**src/rtl/pll_rst_seq_defs.vh**
```
// Shared state codes and event-counter width for the PLL reset sequencer.
`ifndef PLL_RST_SEQ_DEFS_VH
`define PLL_RST_SEQ_DEFS_VH
`define PLL_RST_SEQ_ST_PLL_RST   2'd0
`define PLL_RST_SEQ_ST_WAIT_LOCK 2'd1
`define PLL_RST_SEQ_ST_STABLE    2'd2
`define PLL_RST_SEQ_ST_RUN       2'd3
`define PLL_RST_SEQ_EVT_CNT_W    8
`endif

```
**src/rtl/pll_rst_seq_pkg.sv**
```systemverilog
// Types and helpers shared by the PLL reset sequencer.
package pll_rst_seq_pkg;
`include "pll_rst_seq_defs.vh"

  typedef enum logic [1:0] {
    ST_PLL_RST   = `PLL_RST_SEQ_ST_PLL_RST,
    ST_WAIT_LOCK = `PLL_RST_SEQ_ST_WAIT_LOCK,
    ST_STABLE    = `PLL_RST_SEQ_ST_STABLE,
    ST_RUN       = `PLL_RST_SEQ_ST_RUN
  } state_t;

  localparam int EVT_CNT_W = `PLL_RST_SEQ_EVT_CNT_W;

  // Counter width that can hold the largest of the three phase lengths.
  function automatic int cnt_width(input int a, input int b, input int c);
    int m;
    m = a;
    if (b > m) m = b;
    if (c > m) m = c;
    return $clog2(m + 1);
  endfunction
endpackage

```
**src/rtl/pll_rst_seq_sync_2ff.sv**
```systemverilog
// Generic 1-bit two-flop synchronizer, reset value 0.
module sync_2ff (
  input  logic clk,
  input  logic rst_n,
  input  logic d,
  output logic q
);
  logic meta;

  always_ff @(posedge clk or negedge rst_n) begin
    if (!rst_n) begin
      meta <= 1'b0;
      q    <= 1'b0;
    end else begin
      meta <= d;
      q    <= meta;
    end
  end
endmodule

```
**src/rtl/pll_rst_seq.sv**
```systemverilog
// PLL reset sequencer: pulses pll_rst, waits for a stable lock, then releases downstream reset.
// Define PLL_RST_SEQ_LOSS_CNT_EN to add the loss_cnt output (RUN -> WAIT_LOCK events).
module pll_rst_seq
  import pll_rst_seq_pkg::*;
#(
  parameter int PLL_RST_CYCLES = 16,
  parameter int STABLE_CYCLES  = 1000,
  parameter int TIMEOUT_CYCLES = 50000
) (
  input  logic                 sys_clk,
  input  logic                 sys_rst_n,
  input  logic                 locked,
  input  logic                 soft_rst_req,
  output logic                 pll_rst,
  output logic                 rst_n_out,
  output logic                 ready,
  output logic [1:0]           state,
  output logic [EVT_CNT_W-1:0] retry_cnt
`ifdef PLL_RST_SEQ_LOSS_CNT_EN
  ,
  output logic [EVT_CNT_W-1:0] loss_cnt
`endif
);
  localparam int CW = cnt_width(PLL_RST_CYCLES, STABLE_CYCLES, TIMEOUT_CYCLES);

  logic          locked_s;
  state_t        st;
  state_t        nxt;
  logic [CW-1:0] cnt;
  logic          timeout;

  sync_2ff u_sync (
    .clk   (sys_clk),
    .rst_n (sys_rst_n),
    .d     (locked),
    .q     (locked_s)
  );

  always_comb begin
    nxt     = st;
    timeout = 1'b0;
    if (soft_rst_req) begin
      nxt = ST_PLL_RST;
    end else begin
      case (st)
        ST_PLL_RST: begin
          if (cnt == CW'(PLL_RST_CYCLES - 1)) nxt = ST_WAIT_LOCK;
        end
        ST_WAIT_LOCK: begin
          if (locked_s) begin
            nxt = ST_STABLE;
          end else if (cnt == CW'(TIMEOUT_CYCLES - 1)) begin
            nxt     = ST_PLL_RST;
            timeout = 1'b1;
          end
        end
        ST_STABLE: begin
          // Any lock drop abandons the partial count; re-entry starts from zero.
          if (!locked_s) nxt = ST_WAIT_LOCK;
          else if (cnt == CW'(STABLE_CYCLES - 1)) nxt = ST_RUN;
        end
        ST_RUN: begin
          if (!locked_s) nxt = ST_WAIT_LOCK;
        end
        default: nxt = ST_PLL_RST;
      endcase
    end
  end

  always_ff @(posedge sys_clk or negedge sys_rst_n) begin
    if (!sys_rst_n) begin
      st        <= ST_PLL_RST;
      cnt       <= '0;
      pll_rst   <= 1'b1;
      rst_n_out <= 1'b0;
      ready     <= 1'b0;
      retry_cnt <= '0;
`ifdef PLL_RST_SEQ_LOSS_CNT_EN
      loss_cnt  <= '0;
`endif
    end else begin
      st <= nxt;
      // A soft request restarts the PLL pulse even when already in PLL_RST.
      if (nxt != st || soft_rst_req) cnt <= '0;
      else if (st != ST_RUN)         cnt <= cnt + 1'b1;
      pll_rst   <= (nxt == ST_PLL_RST);
      rst_n_out <= (nxt == ST_RUN);
      ready     <= (nxt == ST_RUN);
      if (timeout && retry_cnt != '1) retry_cnt <= retry_cnt + 1'b1;
`ifdef PLL_RST_SEQ_LOSS_CNT_EN
      if (st == ST_RUN && nxt == ST_WAIT_LOCK && loss_cnt != '1)
        loss_cnt <= loss_cnt + 1'b1;
`endif
    end
  end

  assign state = st;
endmodule
```
**config.mk**
```make
export PLATFORM = sky130hd
export DESIGN_NAME = pll_rst_seq
export DESIGN_NICKNAME = d
export VERILOG_FILES = /design/src/rtl/pll_rst_seq_pkg.sv /design/src/rtl/pll_rst_seq_sync_2ff.sv /design/src/rtl/pll_rst_seq.sv
export VERILOG_INCLUDE_DIRS = /design/src /design/src/rtl
export SDC_FILE = /design/constraint.sdc
export NUM_CORES = 1
export LEC_CHECK = 0
export ABC_CLOCK_PERIOD_IN_PS = 2500
export BUFFER_PORTS_ARGS = -buffer_cell sky130_fd_sc_hd__buf_2
export CAP_MARGIN = 10
export CORE_ASPECT_RATIO = 0.6
export CORE_MARGIN = 3
export CORE_UTILIZATION = 55
export CTS_BUF_LIST = sky130_fd_sc_hd__clkbuf_2
export DETAILED_ROUTE_END_ITERATION = 8
export GPL_TIMING_DRIVEN = 0
export MAX_ROUTING_LAYER = met4
export PLACE_DENSITY = 0.86
export SLEW_MARGIN = 10
export SYNTH_ARGS = -nofsm -noshare
export SYNTH_HDL_FRONTEND = slang
export SYNTH_SLANG_ARGS = --single-unit
```
**constraint.sdc**
```tcl
create_clock -name sys_clk -period 2.5 [get_ports sys_clk]
set_input_delay 0.125 -clock sys_clk [delete_from_list [all_inputs] [get_ports sys_clk]]
set_output_delay 0.125 -clock sys_clk [all_outputs]
set_load 0.03 [all_outputs]
```
==> flow_metrics.env <==
export IMPL_run_status="finished clean"
export IMPL_post_dp_cell_area_um2=1807
export IMPL_main_synth_ff_type="sky130_fd_sc_hd__dfrtp_1"
export IMPL_grt_remaining_overflow=0
export IMPL_initial_antenna_violation_count=0
export IMPL_post_place_cells=208
export IMPL_power_leakage_uw=0.0008257
export IMPL_timing_setup_tns_ns=0
export IMPL_final_worst_clock_skew_ns=0.007776
export IMPL_timing_critical_path_required_ns=2.76
export IMPL_synth_area_um2=1677
export IMPL_gp_congestion=0.9499
export IMPL_worst_slew_margin_relative_to_its_limit=0.5652
export IMPL_worstPathArrival_ns=2.53
export IMPL_route_final_wire_length_mm=3.538
export IMPL_synth_cell_types=43
export IMPL_clock_tree_buf_depth=2
export IMPL_routed_via_density=5.831
export IMPL_first_pass_iters=4
export IMPL_worst_slew_pin_transition_ns=0.6522
export IMPL_synthesized_area_divided_by_synthesized_cell_count_um2=11.03
export IMPL_finish_utilization=0.6953
export IMPL_share_comb_of_total_power=0.065
export IMPL_p_int_uw=581.5
export IMPL_synth_seq_area_share=0.4485
export IMPL_vdd_ir_drop_worst_mv=0.3627
export IMPL_grt_total_usage=0.2076
export IMPL_synth_top_cell_area_share=0.4328
export IMPL_cts_htree_levels=2
export IMPL_postSynthRegisterBits=30
export IMPL_n_diodes=0
export IMPL_die_area_um2=3769
export IMPL_max_stage_delay_ns=0.45
export IMPL_layout_cells_non_filler=219
export IMPL_count_of_vias_placed_by_the_detailed_router=1277
export IMPL_setup_worst_path_start_class="flop"
export IMPL_synth_warnings=0
export IMPL_io_pins=17
export IMPL_max_cap_violations=0
export IMPL_grt_pass1_wl_mm=5.934
export IMPL_critical_path_reg2reg_endpoint="cnt[0]"
export IMPL_most_common_layout_cells="29 x sky130_fd_sc_hd__dfrtp_1, 17 x sky130_fd_sc_hd__buf_2, 16 x sky130_fd_sc_hd__xnor2_1"
export IMPL_antenna_left=0
export IMPL_detail_route_wl_per_cell_um=16.16
export IMPL_hp_class="input port to asynchronous set/reset pin"
export IMPL_synth_edf_count=0
export IMPL_fmaxAchievable_ghz=0.4392
export IMPL_rsz0062_at_grt="no"
export IMPL_floorplan_die_height_um=48.77
export IMPL_report_final_hold_viol_count=0
export IMPL_fp_coreArea_um2=2698
export IMPL_synth_cells=152
export IMPL_areaGrowthSynthToFinish_pct=11.87
export IMPL_clock_power_share=0.295
export IMPL_setup_viol=0
export IMPL_tritoncts_clock_tree="yes"
export IMPL_net_switching_power_uw=196.3
export IMPL_critical_path_buf_inv_count=1
export IMPL_setup_worst_path_end_class="flop"
export IMPL_clock_latency_ns=0.36
export IMPL_ys_async_sr_fraction=1.000
export IMPL_post_layout_minimum_cycle_time_ns=2.277
export IMPL_detail_route_iter0_violations=101
export IMPL_cellPowerDensity_nw_per_um2=414.7
export IMPL_critical_path_top_delay_family="simple AND/OR/NAND/NOR gates"
export IMPL_post_route_cells_drive_above_1_share=0.2961
export IMPL_rr_startpoint="cnt[0]"
export IMPL_floorplan_die_width_um=77.28
export IMPL_ff2ff_path_depth=7
export IMPL_post_cts_buffers=0
export IMPL_finish_net_count=184
export IMPL_layout_cells_most_common="sky130_fd_sc_hd__dfrtp_1"
export IMPL_post_dp_hpwl_mm=2.681
export IMPL_cts_root_buffer_cell="sky130_fd_sc_hd__clkbuf_2"
export IMPL_cts_sinks=30
export IMPL_crit_path_top_delay_cell="sky130_fd_sc_hd__dfrtp_1"
export IMPL_tritoncts_num_buffers=5
export IMPL_sw_frac_of_total=0.2524
export IMPL_start_util=0.6215
export IMPL_crit_type="flop to flop"
export IMPL_critical_path_max_fanout=10
export IMPL_drt_drc_violations_left=0
export IMPL_synth_top_cell_by_area="sky130_fd_sc_hd__dfrtp_1"
export IMPL_worstPathCellList="ha_1 -> and3_1 -> nand4_1 -> o31a_1 -> nor3b_4 -> buf_6 -> nor3_2"
export IMPL_r2r_slack_ns=0.22
export IMPL_synthesis_nets=158
export IMPL_port_buffer_count=16
export IMPL_seq_pwr_share=0.640
export IMPL_post_route_period_util=0.9108
export IMPL_final_area_um2=1876
export IMPL_first_global_vias=1248
export IMPL_maximum_number_of_pins_on_one_net_before_global_route_repair=31
export IMPL_report_final_slew_viol_count=0
export IMPL_leading_cell_types_by_total_area_after_synthesis="sky130_fd_sc_hd__dfrtp_1 43%, sky130_fd_sc_hd__xnor2_1 8.4%, sky130_fd_sc_hd__nor3_2 5.4%, sky130_fd_sc_hd__nand4_1 4.9%, sky130_fd_sc_hd__xor2_1 3.1%"
export IMPL_worst_setup_hold_path_clk_slew_ns=0.15
export IMPL_rows=14
-- what timing repair did --
action	in CTS	in global routing
endpoints found under the hold margin	32	0
hold buffers	3	0
endpoints found under the setup margin	0	0
resized for setup	0	0
-- power by group through the flow --
stage	combinational, µW	clock, µW	sequential (µW)
2_1_floorplan	29.2	0	505
3_3_place_gp	45.3	0	506
3_5_place_dp	47.4	0	507
4_1_cts	51.1	238	498
5_1_grt	55.8	259	499
6_report	50.5	230	498
-- worst register-to-register path: stages, from the launching register on --
cell and delay [ns]:
sky130_fd_sc_hd__dfrtp_1 0.45, sky130_fd_sc_hd__ha_1 0.23, sky130_fd_sc_hd__and3_1 0.26, sky130_fd_sc_hd__nand4_1 0.18, sky130_fd_sc_hd__o31a_1 0.37, sky130_fd_sc_hd__nor3b_4 0.39, sky130_fd_sc_hd__buf_6 0.24, sky130_fd_sc_hd__nor3_2 0.07
-- registers in the layout, indices dropped and copies added (netlist names) --
| name | cells |
|---|---|
| cnt | 16 |
| pll_rst | 1 |
| ready | 1 |
| retry_cnt | 8 |
| state | 2 |
| u_sync.meta | 1 |
| u_sync.q | 1 |
-- cell families after synthesis --
family | after synthesis | synth area share
simple gates | 73 | 0.2963
flops | 30 | 0.4485
xor+xnor | 22 | 0.1149
compound gates | 13 | 0.06195
buf+inv | 10 | 0.05074
mux | 2 | 0.01269
fa+ha+maj | 2 | 0.01492
-- final cells by class --
type,count,area (µm²)
Fill cell,210,822.0
Buffer,6,70.07
Timing Repair Buffer,19,110.1
Tap cell,40,50.05
Inverter,4,15.01
Clock inverter,2,8.758
Sequential cell,30,752.0
Multi-Input combinational cell,112,839.6
Clock buffer,6,30.03
-- cell usage after synthesis (2+ instances only) --
master	count
sky130_fd_sc_hd__a21oi_1	2
sky130_fd_sc_hd__and3_1	3
sky130_fd_sc_hd__buf_6	2
sky130_fd_sc_hd__dfrtp_1	29
sky130_fd_sc_hd__ha_1	2
sky130_fd_sc_hd__inv_1	4
sky130_fd_sc_hd__nand2_1	7
sky130_fd_sc_hd__nand3_1	5
sky130_fd_sc_hd__nand4_1	13
sky130_fd_sc_hd__nor2_1	11
sky130_fd_sc_hd__nor3_1	8
sky130_fd_sc_hd__nor3_2	9
sky130_fd_sc_hd__nor4_1	2
sky130_fd_sc_hd__nor4b_2	2
sky130_fd_sc_hd__o21ai_0	5
sky130_fd_sc_hd__xnor2_1	16
sky130_fd_sc_hd__xor2_1	6
-- worst max-delay path by stage --
stage,depth (start not counted),from,end
finish,7,cnt[0],cnt[0]
global placement,7,cnt[0],cnt[14]
CTS,7,cnt[0],cnt[15]
floorplan,7,state[1],cnt[10]
global route,7,cnt[0],cnt[3]
detailed placement,7,cnt[0],cnt[13]
-- routing by layer --
metal,GRT usage,up-vias,part of all wire
li1,-,599,-
met1,0.2886,633,0.48
met5,-,-,0
met4,0.06805,0,0.0057
met3,0.05185,3,0.066
met2,0.2980,42,0.45
-- through the flow --
stage	hold slack [ns]	setup slack [ns]	total power, µW
2_1_floorplan	-0.1706	0.4646	533.9
3_3_place_gp	0.1774	0.3742	551.0
3_5_place_dp	0.1945	0.2785	554.0
4_1_cts	0.3340	0.2534	787.1
5_1_grt	0.3618	0.1174	813.9
6_report	0.3282	0.2229	777.7
Note: power is estimated with default switching activity, not from simulation.
